## config.mk

```make
export PLATFORM = sky130hd
export DESIGN_NAME = sw_job_dispatcher
export DESIGN_NICKNAME = d
export VERILOG_FILES = /design/src/rtl/sw_job_dispatcher.sv
export SDC_FILE = /design/constraint.sdc
export NUM_CORES = 1
export LEC_CHECK = 0
export CAP_MARGIN = 10
export CORE_AREA = 5 5 348 350
export DETAILED_ROUTE_END_ITERATION = 6
export DIE_AREA = 0 0 353 355
export MAX_ROUTING_LAYER = met4
export PLACE_DENSITY = 0.42
export SLEW_MARGIN = 40
export SYNTH_ARGS = -nofsm -noshare
export SYNTH_HDL_FRONTEND = slang
export SYNTH_SLANG_ARGS = --single-unit
```

## constraint.sdc

```tcl
create_clock -name clk -period 19.9 [get_ports clk]
set_input_delay 5.97 -clock clk [delete_from_list [all_inputs] [get_ports clk]]
set_output_delay 5.97 -clock clk [all_outputs]
set_load 0.1 [all_outputs]
```

## src/rtl/sw_job_dispatcher.sv

```systemverilog
// Host-side job initiator for SW_core: gathers one packed ref/read job from a word stream,
// issues it to the core, waits (bounded by a timeout) for the result and presents it downstream.
module sw_job_dispatcher #(
    parameter int WORD_W          = 32,
    parameter int SEQ_W           = 256,
    parameter int REF_MAX_LENGTH  = 256,
    parameter int READ_MAX_LENGTH = 128,
    parameter int REF_LENGTH      = SEQ_W / 2,
    parameter int READ_LENGTH     = SEQ_W / 2,
    parameter int SCORE_W         = 16,
    parameter int TIMEOUT         = 4096
) (
    input  logic                                 clk,
    input  logic                                 rst_n,
    input  logic                                 s_valid,
    output logic                                 s_ready,
    input  logic [WORD_W-1:0]                    s_data,
    input  logic                                 sw_o_ready,
    output logic                                 sw_i_valid,
    output logic [2*REF_MAX_LENGTH-1:0]          sw_seq_ref,
    output logic [2*READ_MAX_LENGTH-1:0]         sw_seq_read,
    output logic [$clog2(REF_MAX_LENGTH):0]      sw_ref_len,
    output logic [$clog2(READ_MAX_LENGTH):0]     sw_read_len,
    output logic                                 sw_i_ready,
    input  logic                                 sw_o_valid,
    input  logic signed [SCORE_W-1:0]            sw_score,
    input  logic [$clog2(READ_MAX_LENGTH)-1:0]   sw_row,
    input  logic [$clog2(REF_MAX_LENGTH)-1:0]    sw_col,
    output logic                                 m_valid,
    input  logic                                 m_ready,
    output logic signed [SCORE_W-1:0]            m_score,
    output logic [$clog2(READ_MAX_LENGTH)-1:0]   m_row,
    output logic [$clog2(REF_MAX_LENGTH)-1:0]    m_col,
    output logic                                 m_timeout,
    output logic [15:0]                          job_cnt
);

    localparam int REF_SEQ_W  = 2 * REF_MAX_LENGTH;
    localparam int READ_SEQ_W = 2 * READ_MAX_LENGTH;
    localparam int REF_LEN_W  = $clog2(REF_MAX_LENGTH) + 1;
    localparam int READ_LEN_W = $clog2(READ_MAX_LENGTH) + 1;
    localparam int ROW_W      = $clog2(READ_MAX_LENGTH);
    localparam int COL_W      = $clog2(REF_MAX_LENGTH);
    localparam int BUF_W      = 2 * SEQ_W;
    localparam int WORDS      = BUF_W / WORD_W;
    localparam int CNT_W      = (WORDS > 1) ? $clog2(WORDS) : 1;
    localparam int TMR_W      = (TIMEOUT > 1) ? $clog2(TIMEOUT) : 1;
    localparam int REF_PAD    = REF_SEQ_W - SEQ_W;
    localparam int READ_PAD   = READ_SEQ_W - SEQ_W;

    localparam logic [CNT_W-1:0] CNT_LAST = CNT_W'(WORDS - 1);
    localparam logic [TMR_W-1:0] TMR_LAST = TMR_W'((TIMEOUT > 0) ? TIMEOUT - 1 : 0);

    typedef logic [REF_SEQ_W-1:0]  ref_vec_t;
    typedef logic [READ_SEQ_W-1:0] read_vec_t;
    typedef logic [REF_LEN_W-1:0]  ref_len_t;
    typedef logic [READ_LEN_W-1:0] read_len_t;

    typedef enum logic [1:0] {
        ST_LOAD,
        ST_ISSUE,
        ST_WAIT,
        ST_OUT
    } state_e;

    typedef struct packed {
        logic signed [SCORE_W-1:0] score;
        logic [ROW_W-1:0]          row;
        logic [COL_W-1:0]          col;
        logic                      timeout;
    } result_t;

    state_e           state_q, state_d;
    logic             started_q;
    logic [CNT_W-1:0] cnt_q, cnt_d;
    logic [TMR_W-1:0] tmr_q, tmr_d;
    result_t          res_q, res_d;
    logic [15:0]      job_cnt_q, job_cnt_d;
    logic [BUF_W-1:0] buf_q;

    // NOTE: sequential state uses non-blocking assignments so every flop samples pre-edge values.
    always_ff @(posedge clk or negedge rst_n) begin
        if (!rst_n) begin
            state_q   <= ST_LOAD;
            started_q <= 1'b0;
            cnt_q     <= '0;
            tmr_q     <= '0;
            res_q     <= '0;
            job_cnt_q <= '0;
        end else begin
            state_q   <= state_d;
            started_q <= 1'b1;
            cnt_q     <= cnt_d;
            tmr_q     <= tmr_d;
            res_q     <= res_d;
            job_cnt_q <= job_cnt_d;
        end
    end

    // NOTE: the job buffer has no reset; it is fully rewritten before each issue and the
    // core-facing outputs are gated to zero outside ISSUE, so its contents are never exposed.
    always_ff @(posedge clk) begin
        if (s_ready && s_valid) begin
            buf_q <= {buf_q[BUF_W-WORD_W-1:0], s_data};
        end
    end

    // NOTE: every output and next-state variable gets a default first, so no latches are inferred.
    always_comb begin
        state_d     = state_q;
        cnt_d       = cnt_q;
        tmr_d       = tmr_q;
        res_d       = res_q;
        job_cnt_d   = job_cnt_q;
        s_ready     = 1'b0;
        sw_i_valid  = 1'b0;
        sw_i_ready  = 1'b0;
        sw_seq_ref  = '0;
        sw_seq_read = '0;
        sw_ref_len  = '0;
        sw_read_len = '0;
        m_valid     = 1'b0;

        case (state_q)
            ST_LOAD: begin
                // Held off for the first cycle out of reset.
                s_ready = started_q;
                if (started_q && s_valid) begin
                    if (cnt_q == CNT_LAST) begin
                        cnt_d   = '0;
                        state_d = ST_ISSUE;
                    end else begin
                        cnt_d = cnt_q + 1'b1;
                    end
                end
            end

            ST_ISSUE: begin
                sw_i_valid  = 1'b1;
                sw_seq_ref  = ref_vec_t'(buf_q[BUF_W-1 -: SEQ_W]) << REF_PAD;
                sw_seq_read = read_vec_t'(buf_q[SEQ_W-1:0]) << READ_PAD;
                sw_ref_len  = ref_len_t'(REF_LENGTH);
                sw_read_len = read_len_t'(READ_LENGTH);
                if (sw_o_ready) begin
                    tmr_d   = '0;
                    state_d = ST_WAIT;
                end
            end

            ST_WAIT: begin
                sw_i_ready = 1'b1;
                // A result arriving on the timeout cycle takes priority over the timeout.
                if (sw_o_valid) begin
                    res_d.score   = sw_score;
                    res_d.row     = sw_row;
                    res_d.col     = sw_col;
                    res_d.timeout = 1'b0;
                    tmr_d         = '0;
                    state_d       = ST_OUT;
                end else if (TIMEOUT != 0 && tmr_q == TMR_LAST) begin
                    res_d         = '0;
                    res_d.timeout = 1'b1;
                    tmr_d         = '0;
                    state_d       = ST_OUT;
                end else begin
                    tmr_d = tmr_q + 1'b1;
                end
            end

            ST_OUT: begin
                m_valid = 1'b1;
                if (m_ready) begin
                    job_cnt_d = job_cnt_q + 1'b1;
                    state_d   = ST_LOAD;
                end
            end

            default: state_d = ST_LOAD;
        endcase
    end

    assign m_score   = res_q.score;
    assign m_row     = res_q.row;
    assign m_col     = res_q.col;
    assign m_timeout = res_q.timeout;
    assign job_cnt   = job_cnt_q;

endmodule
```

==> impl_metrics.prom <==
# TYPE chip_impl_metric gauge
chip_impl_info{name="status",value="complete, no violations"} 1
chip_impl_metric{name="syn-cell-area",unit="sq um"} 23800
chip_impl_metric{name="number_of_cells_upsized_or_downsized_after_cts",unit=""} 0
chip_impl_metric{name="cts-buffers-inserted",unit=""} 72
chip_impl_metric{name="setup_violations",unit=""} 0
chip_impl_metric{name="gpl.final_weighted_congestion",unit=""} 0.845
chip_impl_metric{name="totalNegativeSetupSlack",unit="ps"} 0
chip_impl_metric{name="postCtsSetupRepairBufs",unit=""} 0
chip_impl_metric{name="grt_usage",unit="%"} 11.0
chip_impl_metric{name="placeable_core_region",unit="sq um"} 117000
chip_impl_metric{name="path_max_fanout",unit=""} 126
chip_impl_metric{name="num_rows",unit=""} 126
chip_impl_metric{name="areaGrowthSynthToFinish",unit="%"} 28.1
chip_impl_info{name="cp-start-kind",value="flop"} 1
chip_impl_info{name="yosys_most_used_dff",value="edfxtp_1"} 1
chip_impl_metric{name="slew_violations",unit=""} 0
chip_impl_metric{name="die-area",unit="sq um"} 125000
chip_impl_metric{name="wl_met1",unit="microns"} 29200
chip_impl_metric{name="synth.lib_cells_used.distinct",unit=""} 42
chip_impl_metric{name="grt_pass1_wl",unit="microns"} 100000
chip_impl_metric{name="dr_vias",unit=""} 13600
chip_impl_metric{name="avgSynthCellArea",unit="sq um"} 14.9
chip_impl_metric{name="clk_sink_count",unit=""} 579
chip_impl_metric{name="io-pin-count",unit=""} 906
chip_impl_metric{name="wl_per_cell",unit="microns"} 18.6
chip_impl_metric{name="timing.final.hold_violations",unit=""} 0
chip_impl_metric{name="cp_num_cells",unit=""} 7
chip_impl_metric{name="synthesis.yosys.warnings",unit=""} 0
chip_impl_metric{name="dr_wl_met2",unit="microns"} 34300
chip_impl_info{name="critPathKind",value="flop to output pin"} 1
chip_impl_metric{name="pre_cts_slack",unit="ps"} 9690
chip_impl_metric{name="critical_path_buf_inv_count",unit=""} 5
chip_impl_metric{name="holdBufCountCts",unit=""} 0
chip_impl_metric{name="grt_pass1_vias",unit=""} 14300
chip_impl_metric{name="fin_nets",unit=""} 2324
chip_impl_info{name="r2r_end",value="buf_q[113]"} 1
chip_impl_metric{name="first_iter_violations",unit=""} 814
chip_impl_info{name="hold_crit_class",value="flop to flop"} 1
chip_impl_metric{name="crit_path_time_final",unit="ps"} 10300
chip_impl_info{name="clock-root-buffer",value="clkbuf_16"} 1
chip_impl_metric{name="rr_worst_depth",unit=""} 7
chip_impl_metric{name="rrSetupSlack",unit="ps"} 16500
chip_impl_info{name="cts_tree",value="built"} 1
chip_impl_metric{name="drc_errors",unit=""} 0
chip_impl_metric{name="synth-seq-cells",unit=""} 579
chip_impl_metric{name="fin_crit_sh",unit="%"} 51.8
chip_impl_metric{name="syn_inst",unit=""} 1596
chip_impl_metric{name="die_w",unit="microns"} 353
chip_impl_info{name="holdCritStartpoint",value="buf_q[255]"} 1
chip_impl_metric{name="insertion_delay",unit="ps"} 630
chip_impl_metric{name="io_buffer_count",unit=""} 634
chip_impl_metric{name="drt_wl_total",unit="microns"} 71500
chip_impl_info{name="crit-reg2reg-launch",value="state_q[1]"} 1
chip_impl_info{name="crit_path_cell_trace",value="inv_1, ha_4, buf_4, buf_6, buf_4, and2_1, buf_2"} 1
chip_impl_metric{name="max-slew-margin-rel",unit="%"} 45.7
chip_impl_metric{name="layout-drive-gt1-share",unit="%"} 30.0
chip_impl_metric{name="start_util",unit="%"} 20.2
chip_impl_metric{name="slowest_delay",unit="ps"} 700
chip_impl_metric{name="met3_wirelength",unit="microns"} 6020
chip_impl_metric{name="setup_slack",unit="ps"} 9600
chip_impl_metric{name="die_y",unit="microns"} 355
chip_impl_info{name="crit_path_frequent_cell",value="buf_4"} 1
chip_impl_metric{name="layout.cell_area.non_filler",unit="sq um"} 30400
chip_impl_metric{name="placement.cell_area",unit="sq um"} 28000
chip_impl_metric{name="hold_path_depth",unit=""} 0
chip_impl_info{name="rsz0062_at_grt",value="no"} 1
chip_impl_metric{name="maxCapViolCount",unit=""} 0
chip_impl_metric{name="dp.final_hpwl",unit="microns"} 53500
chip_impl_metric{name="grt_max_degree",unit=""} 155
chip_impl_info{name="maxUsedRoutingLayer",value="met4"} 1
chip_impl_metric{name="worst_slew_pin_slew",unit="ps"} 814
chip_impl_metric{name="max_freq",unit="GHz"} 0.0971
chip_impl_info{name="min_to",value="buf_q[287]"} 1
chip_impl_metric{name="firstDrtPassIters",unit=""} 5
chip_impl_metric{name="cts_max_path_buffers",unit=""} 3
chip_impl_metric{name="cts.reportedPaths.clkPinSlew",unit="ps"} 60
chip_impl_metric{name="globalRoute.totalOverflow",unit=""} 0
chip_impl_info{name="worstSetupStartpoint",value="state_q[1]"} 1
chip_impl_metric{name="arrival_time_of_data_at_the_critical_path_endpoint",unit="ps"} 4330
chip_impl_info{name="worstSetupEndpointType",value="output pin"} 1
chip_impl_metric{name="async_flop_share",unit="%"} 11.6
chip_impl_metric{name="antenna_left",unit=""} 0
chip_impl_metric{name="vias_per_cell",unit=""} 3.55
chip_impl_metric{name="timing.clock.skew",unit="ps"} 20.3
chip_impl_metric{name="synth-edff-count",unit=""} 512
chip_impl_info{name="crit_slowest_cell",value="buf_4"} 1
chip_impl_metric{name="h-tree-depth",unit=""} 3
chip_impl_metric{name="required",unit="ps"} 13930
chip_impl_metric{name="initial_antenna_violation_count",unit=""} 7
chip_impl_metric{name="ys_seq_area_share",unit="%"} 71.8
chip_impl_info{name="path_delay_family",value="buffers and inverters"} 1
==> through the flow <==
stage                     hold WS, ps  cells  utilization (%)
after floorplan                   418   1866                -
after global placement            422   3705             26.3
after detailed placement          425   3705             23.9
after CTS                         427   3831             25.8
after global routing              435   3839             25.9
final                             428   3842             25.9
==> layer usage <==
metal | global-route usage (%) | up-vias
li1 | - | 6242
met1 | 12.9 | 6707
met2 | 17.8 | 582
met3 | 3.97 | 96
met4 | 3.42 | 0
met5 | - | -
==> sequential cells by signal (all words and copies together) (netlist names), 2 cells and up <==
signal,cells
tmr_q,12
m_col,8
job_cnt,16
m_row,7
buf_q,512
m_score,16
state_q,2
cnt_q,4
==> cells in the mapped netlist, types with 2 or more instances <==
library cell	instances	share of area, %
and2_1	514	14
edfxtp_1	512	65
buf_4	273	8.6
dfrtp_1	67	7.1
clkbuf_1	61	0.96
a22o_1	31	1.1
xnor2_1	21	0.77
nor2_1	16	0.25
nand3_1	13	0.27
nand2_1	12	0.19
ha_1	7	0.37
nand4_1	7	0.18
buf_2	6	0.13
o21ai_0	5	0.11
a21oi_1	4	0.084
inv_1	4	0.063
xor2_1	4	0.15
and4_1	3	0.11
nor2b_1	3	0.079
and3_1	2	0.053
conb_1	2	0.032
mux2_2	2	0.095
mux2i_1	2	0.084
nor3_1	2	0.042
nor3b_1	2	0.063
nor4_2	2	0.11
nor4b_1	2	0.074
o211ai_1	2	0.063
o21ai_1	2	0.042
==> cells by family after synthesis <==
kind of cell,after synthesis,share of synthesized area [%]
simple gates,585,15.3
buf+inv,345,9.83
fa+ha+maj,7,0.369
flops,579,71.8
compound gates,48,1.60
xor+xnor,25,0.922
other cells,2,0.0316
mux,5,0.226
==> worst max path at each step <==
stage | end | slack (ps)
after detailed placement | sw_seq_read[21] | 9690
after floorplan | cnt_q[1] | 6280
after global placement | sw_seq_read[21] | 8840
after global routing | sw_seq_read[24] | 9170
after CTS | sw_seq_read[27] | 8980
final | sw_seq_read[21] | 9600
==> placed cells by master, fill, tap and decap left out, types with 10 or more instances in the layout <==
master / n
buf_2: 566
and2_1: 514
edfxtp_1: 512
conb_1: 272
clkbuf_16: 73
dfrtp_1: 67
clkdlybuf4s50_1: 67
a22o_1: 31
clkbuf_1: 22
xnor2_1: 21
nor2_1: 16
nand3_1: 13
nand2_1: 12
clkinv_2: 10
==> layout make-up <==
class,count,area (sq um)
Tap cell,1536,1920
Clock buffer,95,1910
Inverter,4,15.0
Fill cell,12300,87000
Timing Repair Buffer,649,3740
Antenna cell,6,15.0
Multi-Input combinational cell,942,5430
Sequential cell,579,17100
Clock inverter,31,354
==> worst reg2reg max path, stage by stage, from the launching register on <==
cell and delay, ps:
dfrtp_1 410, inv_1 130, ha_1 220, and3_4 460, buf_12 300, buf_6 550
buf_12 430, buf_16 460
Power is left out: the tool's default activity adds up to more than one toggle a clock period on the data nets, which glitch-free logic cannot reach.
